[src/rtl/mem_write_arbiter_pkg.sv]
// Shared types and helpers for the matrix-memory write-port arbiter.
package mem_arb_pkg;

   typedef enum logic {
      ARB_IDLE  = 1'b0,
      ARB_BURST = 1'b1
   } arb_state_t;

   localparam logic ARB_FIXED = 1'b0;
   localparam logic ARB_RR    = 1'b1;

   function automatic int ch_width(input int n);
      return (n <= 1) ? 1 : $clog2(n);
   endfunction

endpackage

[src/rtl/mem_write_arbiter_picker.sv]
// Combinational pick of the first requesting channel at or after ptr, wrapping.
module rr_priority_picker #(
   parameter int N  = 3,
   parameter int PW = 2
) (
   input  logic [N-1:0]  req,
   input  logic [PW-1:0] ptr,
   output logic          found,
   output logic [PW-1:0] idx
);

   // Scan offsets from farthest to nearest so the nearest requester is written last.
   always_comb begin
      found = 1'b0;
      idx   = '0;
      for (int i = N - 1; i >= 0; i--) begin
         if (req[(int'(ptr) + i) % N]) begin
            found = 1'b1;
            idx   = PW'((int'(ptr) + i) % N);
         end
      end
   end

endmodule

[src/rtl/mem_write_arbiter.sv]
// Write-port arbiter: N writers share one registered memory write port,
// with fixed/round-robin selection, burst ownership and an idle-owner watchdog.
module mem_write_arbiter
   import mem_arb_pkg::*;
#(
   parameter int NUM_CH  = 3,
   parameter int ID_W    = 7,
   parameter int IDX_W   = 4,
   parameter int DATA_W  = 32,
   parameter int TIMEOUT = 255,
   parameter int CH_W    = ch_width(NUM_CH)
) (
   input  logic                     clk,
   input  logic                     rst,
   input  logic                     arb_mode,
   input  logic [NUM_CH-1:0]        ch_valid,
   input  logic [NUM_CH-1:0]        ch_last,
   input  logic [NUM_CH*ID_W-1:0]   ch_id,
   input  logic [NUM_CH*IDX_W-1:0]  ch_row,
   input  logic [NUM_CH*IDX_W-1:0]  ch_col,
   input  logic [NUM_CH*DATA_W-1:0] ch_data,
   output logic [NUM_CH-1:0]        ch_ready,
   output logic                     mem_we,
   output logic [ID_W-1:0]          mem_id_w,
   output logic [IDX_W-1:0]         mem_row_w,
   output logic [IDX_W-1:0]         mem_col_w,
   output logic [DATA_W-1:0]        mem_data_w,
   output logic                     busy,
   output logic [CH_W-1:0]          grant_ch,
   output logic                     burst_abort,
   output arb_state_t               dbg_state
);

   localparam int CNT_W = $clog2(TIMEOUT + 1);

   // Handshake: a beat moves on a rising edge exactly when ch_valid[k] & ch_ready[k];
   // ch_ready never depends on the same channel's valid during a burst, so the owner
   // may present valid at any time and is served in the cycle it does.
   arb_state_t       state, state_nx;
   logic [CH_W-1:0]  owner, rr_ptr, pick_ptr, pick, sel, sel_inc;
   logic [CNT_W-1:0] idle_cnt;
   logic             pick_found, xfer, sel_last, idle_hit, abort_nx;

   assign pick_ptr = (arb_mode == ARB_RR) ? rr_ptr : '0;

   rr_priority_picker #(
      .N  (NUM_CH),
      .PW (CH_W)
   ) u_picker (
      .req   (ch_valid),
      .ptr   (pick_ptr),
      .found (pick_found),
      .idx   (pick)
   );

   assign sel      = (state == ARB_IDLE) ? pick : owner;
   assign sel_inc  = (sel == CH_W'(NUM_CH - 1)) ? '0 : sel + 1'b1;
   assign xfer     = |(ch_valid & ch_ready);
   assign sel_last = ch_last[sel];
   assign idle_hit = (state == ARB_BURST) && !ch_valid[owner] &&
                     (idle_cnt == CNT_W'(TIMEOUT - 1));
   assign dbg_state = state;

   always_ff @(posedge clk or posedge rst) begin
      if (rst) state <= ARB_IDLE;
      else     state <= state_nx;
   end

   always_comb begin
      state_nx = state;
      abort_nx = 1'b0;
      case (state)
         ARB_IDLE:  if (xfer && !sel_last) state_nx = ARB_BURST;
         ARB_BURST: begin
            if (xfer && sel_last) begin
               state_nx = ARB_IDLE;
            end else if (idle_hit) begin
               state_nx = ARB_IDLE;
               abort_nx = 1'b1;
            end
         end
         default:   state_nx = ARB_IDLE;
      endcase
   end

   always_comb begin
      ch_ready = '0;
      if (!rst) begin
         if (state == ARB_BURST) ch_ready[owner] = 1'b1;
         else if (pick_found)    ch_ready[pick]  = 1'b1;
      end
   end

   always_ff @(posedge clk or posedge rst) begin
      if (rst) begin
         owner       <= '0;
         rr_ptr      <= '0;
         idle_cnt    <= '0;
         mem_we      <= 1'b0;
         mem_id_w    <= '0;
         mem_row_w   <= '0;
         mem_col_w   <= '0;
         mem_data_w  <= '0;
         busy        <= 1'b0;
         grant_ch    <= '0;
         burst_abort <= 1'b0;
      end else begin
         mem_we      <= xfer;
         busy        <= (state_nx == ARB_BURST);
         burst_abort <= abort_nx;
         if (xfer) begin
            owner      <= sel;
            grant_ch   <= sel;
            mem_id_w   <= ch_id[int'(sel)*ID_W +: ID_W];
            mem_row_w  <= ch_row[int'(sel)*IDX_W +: IDX_W];
            mem_col_w  <= ch_col[int'(sel)*IDX_W +: IDX_W];
            mem_data_w <= ch_data[int'(sel)*DATA_W +: DATA_W];
         end
         if ((xfer && sel_last) || abort_nx) rr_ptr <= sel_inc;
         if ((state == ARB_BURST) && !xfer && !abort_nx) idle_cnt <= idle_cnt + 1'b1;
         else                                            idle_cnt <= '0;
      end
   end

endmodule
[config.mk]
export PLATFORM = sky130hd
export DESIGN_NAME = mem_write_arbiter
export DESIGN_NICKNAME = d
export VERILOG_FILES = /design/src/rtl/mem_write_arbiter_pkg.sv /design/src/rtl/mem_write_arbiter_picker.sv /design/src/rtl/mem_write_arbiter.sv
export SDC_FILE = /design/constraint.sdc
export NUM_CORES = 1
export LEC_CHECK = 0
export CAP_MARGIN = 0
export CORE_ASPECT_RATIO = 2
export CORE_MARGIN = 5
export CORE_UTILIZATION = 36
export DETAILED_ROUTE_END_ITERATION = 8
export PLACE_DENSITY = 0.78
export SYNTH_ARGS = -nofsm -noshare
export SYNTH_HDL_FRONTEND = slang
export SYNTH_SLANG_ARGS = --single-unit
[constraint.sdc]
create_clock -name clk -period 3.2 [get_ports clk]
set_clock_uncertainty 0.05 [all_clocks]
set_input_delay 0.8 -clock clk [delete_from_list [all_inputs] [get_ports clk]]
set_output_delay 0.8 -clock clk [all_outputs]
set_load 0.05 [all_outputs]
==> insert_results.sql, run 1 <==
INSERT INTO impl_metrics (metric_group, metric, value, unit) VALUES
('setup_path', 'critical_path.endpoint_type', 'output pin', ''),
('timing', 'finalSetupViolCount', '47', ''),
('routing', 'firstDrtPassIters', '4', ''),
('routing', 'antenna_violating_nets_post_route', '0', ''),
('synthesis', 'synth-seq-cells', '62', ''),
('floorplanning', 'io_pins', '206', ''),
('synthesis', 'syn-instance-count', '386', ''),
('global_route', 'overflow', '0', ''),
('routing', 'routedWlPerCell', '19.3', 'um'),
('setup_path', 'worst-endpoint-required', '2350', 'ps'),
('clock_tree', 'tritoncts', 'done', ''),
('floorplanning', 'die_width', '82.8', 'um'),
('timing', 'slew_headroom', '0.614', ''),
('setup_path', 'r2r-end', 'mem_data_w[30]$_DFFE_PP0P_', ''),
('power_and_ir_drop', 'vdd_drop_max', '656', 'uV'),
('floorplanning', 'initial_core_util', '0.364', ''),
('timing', 'final_critical_path_setup_slack', '-211', 'ps'),
('setup_path', 'worst_path_most_repeated_cell', 'sky130_fd_sc_hd__buf_6', ''),
('floorplanning', 'floorplan.die_area', '12900', 'sq um'),
('clock_tree', 'htree_num_levels', '3', ''),
('finish', 'layout-drive-gt1-share', '0.260', ''),
('timing', 'hold_violations', '0', ''),
('synthesis', 'yosys.cell_types.count', '49', ''),
('power_and_ir_drop', 'total_power', '7.97', 'mW'),
('setup_path', 'timing.critical_path.fanout_max', '3', ''),
('synthesis', 'dominantRegCellSynth', 'sky130_fd_sc_hd__dfrtp_1', ''),
('clock_tree', 'cts-buffers-inserted', '9', ''),
('synthesis', 'synth_area_per_cell', '9.89', 'sq um'),
('setup_path', 'timing.critical_path.cells', 'buf_6, and2_4, ha_4, mux2i_4, buf_6, or2_4, a41oi_4, buf_6, o21a_1, nor2_2, buf_12', ''),
('finish', 'highest_count_cells_in_the_layout_ignoring_fill_and_taps', '198 x sky130_fd_sc_hd__clkdlybuf4s50_1, 62 x sky130_fd_sc_hd__dfrtp_1, 56 x sky130_fd_sc_hd__nand2_1', ''),
('finish', 'layout_commonest_cell', 'sky130_fd_sc_hd__clkdlybuf4s50_1', ''),
('hold_path', 'min_delay_worst_endpoint', 'mem_data_w[8]$_DFFE_PP0P_', ''),
('power_and_ir_drop', 'powerDensity', '1080', 'nW/um^2'),
('synthesis', 'yosysWarnings', '0', ''),
('global_route', 'first_global_vias', '4360', ''),
('finish', 'area_growth', '93.7', '%'),
('synthesis', 'netlist_area', '3820', 'sq um'),
('timing', 'layout_min_cycle_time', '3410', 'ps'),
('power_and_ir_drop', 'internal-power', '4.46', 'mW'),
('finish', 'ant_diodes', '0', ''),
('clock_tree', 'cts.sink_count', '62', ''),
('power_and_ir_drop', 'sw_frac_of_total', '0.441', ''),
('hold_path', 'number_of_cells_on_the_worst_hold_path', '1', ''),
('routing', 'drt_iter0_drc', '189', ''),
('synthesis', 'synth.yosys.seq_area_share', '0.407', ''),
('power_and_ir_drop', 'static_leakage', '3.07', 'nW'),
('setup_path', 'rr_startpoint', 'rr_ptr[1]$_DFFE_PP0P_', ''),
('synthesis', 'synth_enable_flop_cells', '0', ''),
('power_and_ir_drop', 'pwr-share-clk', '0.129', ''),
('global_route', 'initial_antenna_violation_count', '0', ''),
('timing', 'final_min_period_over_clock_period', '1.07', ''),
('routing', 'route.detailed.vias_per_inst', '5.14', ''),
('outcome', 'status', 'finished with violations', ''),
('timing', 'setup_tns', '-3620', 'ps'),
('outcome', 'violations', 'setup timing', ''),
('timing', 'fmax', '293', 'MHz'),
('timing', 'rsz_0062_raised_after_global_routing', 'yes', ''),
('finish', 'layout.nets', '793', ''),
('setup_path', 'criticalPathCategory', 'input pin to output pin', ''),
('clock_tree', 'clockBufferDepth', '2', ''),
('setup_path', 'critPathArrivalTime', '2560', 'ps'),
('power_and_ir_drop', 'share_seq_of_total_power', '0.180', ''),
('setup_path', 'worst_r2r_path_depth', '14', ''),
('placed_design', 'placement.setup.worst_slack', '-883', 'ps'),
('routing', 'drt-total-wl', '15000', 'um'),
('power_and_ir_drop', 'net-switching-power', '3.51', 'mW'),
('hold_path', 'hold_class', 'flip-flop to flip-flop', ''),
('placed_design', 'place_hpwl', '10800', 'um'),
('setup_path', 'ff_to_ff_setup_slack', '-10', 'ps'),
('clock_tree', 'clk_transition_reported_paths', '50', 'ps'),
('clock_tree', 'clock_tree.root_cell', 'sky130_fd_sc_hd__clkbuf_16', '');
[synthesized netlist by cell type (4+ instances only)]
cell type / count / area, sq um
sky130_fd_sc_hd__ha_1: 5 / 62.6
sky130_fd_sc_hd__mux2i_1: 51 / 510
sky130_fd_sc_hd__inv_1: 7 / 26.3
sky130_fd_sc_hd__mux2_1: 22 / 248
sky130_fd_sc_hd__nor4_1: 9 / 56.3
sky130_fd_sc_hd__nand2_1: 57 / 214
sky130_fd_sc_hd__dfrtp_1: 62 / 1550
sky130_fd_sc_hd__nor2_1: 12 / 45.0
sky130_fd_sc_hd__mux2_2: 26 / 293
sky130_fd_sc_hd__nand3_1: 6 / 30.0
sky130_fd_sc_hd__nor3_1: 8 / 40.0
sky130_fd_sc_hd__buf_2: 5 / 25.0
sky130_fd_sc_hd__a21oi_1: 4 / 20.0
sky130_fd_sc_hd__clkbuf_1: 16 / 60.1
sky130_fd_sc_hd__o21ai_0: 50 / 250
[worst max-delay path by stage]
stage	start	cells past startpoint	slack (ps)	endpoint
after floorplan	arb_mode	7	-380	ch_ready[2]
after global placement	arb_mode	12	-790	mem_data_w[29]$_DFFE_PP0P_
after detailed placement	arb_mode	13	-880	mem_data_w[18]$_DFFE_PP0P_
after CTS	arb_mode	11	-240	ch_ready[0]
after global routing	arb_mode	10	-270	ch_ready[2]
final	arb_mode	11	-210	ch_ready[0]
[flip-flops by register name, summed over array words and instances, names as in the netlist, 2 cells and up]
name	cells
rr_ptr	2
idle_cnt	8
mem_row_w	4
owner	2
mem_data_w	32
mem_id_w	7
mem_col_w	4
[area by class of cell]
cell class / count / area, sq um
Fill cell: 802 / 3080
Timing Repair Buffer: 267 / 2780
Multi-Input combinational cell: 288 / 2530
Sequential cell: 62 / 1550
Clock buffer: 12 / 246
Tap cell: 137 / 171
Clock inverter: 4 / 70.1
Inverter: 9 / 42.5
Timing Repair inverter: 1 / 8.76
[through the flow]
step,hold slack (ps),cell area (sq um)
finish,460,7390
global route,474,7390
CTS,461,7230
detailed placement,444,6580
global placement,429,6580
floorplan,430,4130
[layer usage]
metal,vias to the layer above,GRT usage,routed length (um)
met1,1949,0.225,5130
met3,35,0.0381,616
met5,-,0,0
li1,1883,-,-
met4,0,0.116,613
met2,141,0.421,8680
[cell families after synthesis]
kind of cell,count (synthesis),share of synthesized area
AND/OR/NAND/NOR,107,0.133
AO/OA/AOI/OAI,72,0.113
adder cells (fa/ha/maj),5,0.0164
buffers and inverters,36,0.0443
XOR/XNOR,5,0.0115
flip-flops,62,0.407
multiplexers,99,0.275
[power by group through the flow]
stage	clock [mW]	combinational [mW]	sequential, mW
2_1_floorplan	0	2.22	2.49
3_3_place_gp	0	4.81	1.41
3_5_place_dp	0	4.91	1.41
4_1_cts	1.04	5.30	1.43
5_1_grt	1.09	5.76	1.48
6_report	1.03	5.50	1.44
[critical path: cells and delay by family]
family | cells | cell delay (ps)
compound gates | 2 | 290
fa+ha+maj | 1 | 280
buf+inv | 4 | 540
mux | 1 | 280
simple gates | 3 | 380
[timing repair]
item	in CTS	in global routing
gates cloned	4	4
setup buffers	10	6
pin swaps	13	9
endpoints found under the hold margin	0	0
setup endpoints to repair	63	60
gates resized for setup	35	18
No activity file was read; power rests on OpenSTA's default activity.
==> run 2, diff against run 1 <==
--- a/config.mk
+++ b/config.mk
@@ -5,6 +5,7 @@
 export SDC_FILE = /design/constraint.sdc
 export NUM_CORES = 1
 export LEC_CHECK = 0
+export ABC_AREA = 1
 export CAP_MARGIN = 0
 export CORE_ASPECT_RATIO = 2
 export CORE_MARGIN = 5
==> run 2 against run 1 <==
The run now ends clean. Combinational power shrank 15%. Critical path depth grew 4. Synthesized area shrank 1.5%. Highest routed layer unchanged. Clock power shrank 9.5%.
==> insert_results.sql, run 2 <==
INSERT INTO impl_metrics (metric_group, metric, value, unit) VALUES
('global_route', 'overflow', '0', ''),
('synthesis', 'yosys.cell_types.count', '31', ''),
('clock_tree', 'clockBufferDepth', '2', ''),
('setup_path', 'critical_path.endpoint_type', 'output pin', ''),
('timing', 'setup_tns', '0', 'ps'),
('power_and_ir_drop', 'static_leakage', '2.98', 'nW'),
('finish', 'layout.nets', '921', ''),
('timing', 'fmax', '315', 'MHz'),
('synthesis', 'synth_nets', '710', ''),
('routing', 'route.detailed.vias_per_inst', '4.87', ''),
('finish', 'n_fill_cell', '879', ''),
('outcome', 'status', 'completed', ''),
('power_and_ir_drop', 'powerDensity', '1060', 'nW/um^2'),
('placed_design', 'place_area', '6090', 'sq um'),
('finish', 'final_cell_area', '6540', 'sq um'),
('setup_path', 'startpoint_type', 'input pin', ''),
('timing', 'max_slew.worst_pin.slew', '567', 'ps'),
('clock_tree', 'tritoncts', 'done', ''),
('global_route', 'grt_first_pass_wirelength', '21400', 'um'),
('clock_tree', 'worstSkewPairLatency', '320', 'ps'),
('routing', 'drt-total-wl', '13500', 'um'),
('synthesis', 'top_cells_by_count_synth', '231 x sky130_fd_sc_hd__nand2_1, 70 x sky130_fd_sc_hd__inv_1, 62 x sky130_fd_sc_hd__dfrtp_1, 57 x sky130_fd_sc_hd__nand3_1, 34 x sky130_fd_sc_hd__o21ai_0', ''),
('clock_tree', 'htree_num_levels', '3', ''),
('global_route', 'gr_met3_demand_resource', '0.0501', ''),
('timing', 'hold-worst-slack', '467', 'ps'),
('global_route', 'globalRouteTotalUtil', '0.219', ''),
('routing', 'routedWlPerCell', '14.9', 'um'),
('synthesis', 'synth.yosys.seq_area_share', '0.413', ''),
('floorplanning', 'io_pins', '206', ''),
('floorplanning', 'die_width', '82.3', 'um'),
('placed_design', 'place_hpwl', '10600', 'um'),
('timing', 'final_min_period_over_clock_period', '0.991', ''),
('placed_design', 'placement.setup.worst_slack', '-477', 'ps'),
('clock_tree', 'cts.sink_count', '62', ''),
('placed_design', 'numPlacedInstances', '887', ''),
('global_route', 'grt.busiest_layer', 'met2', ''),
('setup_path', 'timing.critical_path.fanout_max', '3', ''),
('global_route', 'initial_antenna_violation_count', '0', ''),
('synthesis', 'post-synth-top-area-fraction', '0.413', ''),
('finish', 'post-route-util', '0.644', ''),
('timing', 'layout_min_cycle_time', '3170', 'ps'),
('floorplanning', 'area_of_the_core', '10100', 'sq um'),
('routing', 'detailed_route_via_count', '4399', ''),
('clock_tree', 'clk_transition_reported_paths', '50', 'ps'),
('clock_tree', 'cts-buffers-inserted', '9', ''),
('job', 'max_cap_viol_count', '0', ''),
('synthesis', 'dominantRegCellSynth', 'sky130_fd_sc_hd__dfrtp_1', ''),
('synthesis', 'synth_most_common_cell', 'sky130_fd_sc_hd__nand2_1', ''),
('synthesis', 'synth_area_per_cell', '6.77', 'sq um'),
('synthesis', 'synth.largest_area_cell', 'sky130_fd_sc_hd__dfrtp_1', ''),
('routing', 'antenna_violating_nets_post_route', '0', ''),
('setup_path', 'worst-endpoint-required', '2350', 'ps'),
('timing', 'hold_violations', '0', ''),
('finish', 'highest_count_cells_in_the_layout_ignoring_fill_and_taps', '222 x sky130_fd_sc_hd__nand2_1, 198 x sky130_fd_sc_hd__clkdlybuf4s50_1, 63 x sky130_fd_sc_hd__inv_1', ''),
('finish', 'ant_diodes', '0', ''),
('routing', 'drc_errors', '0', ''),
('finish', 'area_growth', '74.0', '%'),
('setup_path', 'critPathArrivalTime', '2320', 'ps'),
('floorplanning', 'initial_core_util', '0.370', ''),
('synthesis', 'synth_enable_flop_cells', '0', ''),
('timing', 'timing_max_transition_violations_final', '0', ''),
('synthesis', 'yosysWarnings', '0', ''),
('power_and_ir_drop', 'vdd_drop_max', '547', 'uV'),
('finish', 'largest_registers', 'mem_data_w (32), idle_cnt (8), mem_id_w (7)', ''),
('finish', 'top_register', 'mem_data_w', ''),
('synthesis', 'netlist_area', '3760', 'sq um'),
('synthesis', 'synth.top_cells.by_area', 'sky130_fd_sc_hd__dfrtp_1 41%, sky130_fd_sc_hd__nand2_1 23%, sky130_fd_sc_hd__nand3_1 7.6%', ''),
('finish', 'number_of_flip_flops_under_the_largest_register_name', '32', ''),
('placed_design', 'gp_routability_congestion', '0.893', ''),
('placed_design', 'buffer_ports.inserted', '205', ''),
('synthesis', 'syn-instance-count', '555', ''),
('finish', 'finish.cell_count_without_fillers', '904', ''),
('synthesis', 'synth_async_sr_flop_share', '1.00', ''),
('floorplanning', 'floorplan.die_area', '12700', 'sq um'),
('floorplanning', 'die_outline_height', '155', 'um'),
('finish', 'layout_commonest_cell', 'sky130_fd_sc_hd__nand2_1', ''),
('hold_path', 'hold_class', 'flip-flop to flip-flop', ''),
('clock_tree', 'clock_tree.root_cell', 'sky130_fd_sc_hd__clkbuf_16', ''),
('finish', 'layout-drive-gt1-share', '0.103', ''),
('setup_path', 'criticalPathCategory', 'input pin to output pin', ''),
('timing', 'finalSetupViolCount', '0', ''),
('global_route', 'largest_net_degree_at_the_start_of_global_routing', '44', ''),
('global_route', 'grtUsageMet2', '0.397', ''),
('timing', 'slew_headroom', '0.621', ''),
('timing', 'final_critical_path_setup_slack', '27.4', 'ps'),
('floorplanning', 'rows', '52', ''),
('global_route', 'first_global_vias', '4573', ''),
('synthesis', 'synth-seq-cells', '62', ''),
('global_route', 'groute.layer.met1.usage', '0.220', ''),
('timing', 'rsz_0062_raised_after_global_routing', 'yes', ''),
('routing', 'drt_iter0_drc', '189', ''),
('power_and_ir_drop', 'total_power', '6.93', 'mW'),
('routing', 'firstDrtPassIters', '5', '');
==> run 2: routing by layer <==
layer,vias to the layer above,routed length [um]
met2,185,7480
met3,50,795
met1,2022,4520
met5,-,0
met4,0,677
li1,2142,-
==> run 2: layout make-up <==
type                    count  area, sq um  area share
inverters                  74          284      0.0434
multi-input cells         392         1920       0.294
flip-flops and latches     62         1550       0.237
well taps                 135          169      0.0258
clock buffers              14          294      0.0450
repair buffers            227         2320       0.355
==> run 2: power by group <==
part | switching (mW) | internal (mW)
combinational | 2.99 | 1.68
clock | 0.312 | 0.620
sequential | 0.207 | 1.12
total | 3.51 | 3.42
==> run 2: worst paths after layout <==
kind | startpoint | end | slack (ps) | depth (start not counted)
max | arb_mode | ch_ready[0] | 30 | 15
max in group asynchronous | rst | mem_data_w[14]$_DFFE_PP0P_ | 1430 | 3
min in group asynchronous | rst | mem_col_w[3]$_DFFE_PP0P_ | 1170 | 3
min | idle_cnt[0]$_DFF_PP0_ | idle_cnt[0]$_DFF_PP0_ | 470 | 1
max reg2reg | rr_ptr[1]$_DFFE_PP0P_ | idle_cnt[4]$_DFF_PP0_ | 500 | 18
min reg2reg | idle_cnt[0]$_DFF_PP0_ | idle_cnt[0]$_DFF_PP0_ | 470 | 1
==> run 2: logic make-up after synthesis <==
logic type	share of synthesized area
buf+inv	0.119
flops	0.413
compound gates	0.0812
xor+xnor	0.00932
fa+ha+maj	0.0166
simple gates	0.361
==> run 2: worst max-delay path, stage by stage <==
cell                      delay, ps
sky130_fd_sc_hd__buf_6          110
sky130_fd_sc_hd__nand2_4         70
sky130_fd_sc_hd__inv_2           40
sky130_fd_sc_hd__ha_4           280
sky130_fd_sc_hd__inv_2           50
sky130_fd_sc_hd__nand2_4         70
sky130_fd_sc_hd__nand3_4        100
sky130_fd_sc_hd__nand2_4         70
sky130_fd_sc_hd__nand2_1         50
sky130_fd_sc_hd__nand2_1         70
sky130_fd_sc_hd__nand2_2         60
sky130_fd_sc_hd__nor2_1         130
sky130_fd_sc_hd__nand2_2        100
sky130_fd_sc_hd__a21oi_4        160
sky130_fd_sc_hd__buf_12         150
==> run 2: what timing repair did <==
action / 4_1_cts / 5_1_grt
pin swaps: 11 / 10
resized for setup: 28 / 14
hold buffers: 0 / 0
setup endpoints to repair: 3 / 3
buffers inserted: 2 / 1
hold endpoints to repair: 0 / 0
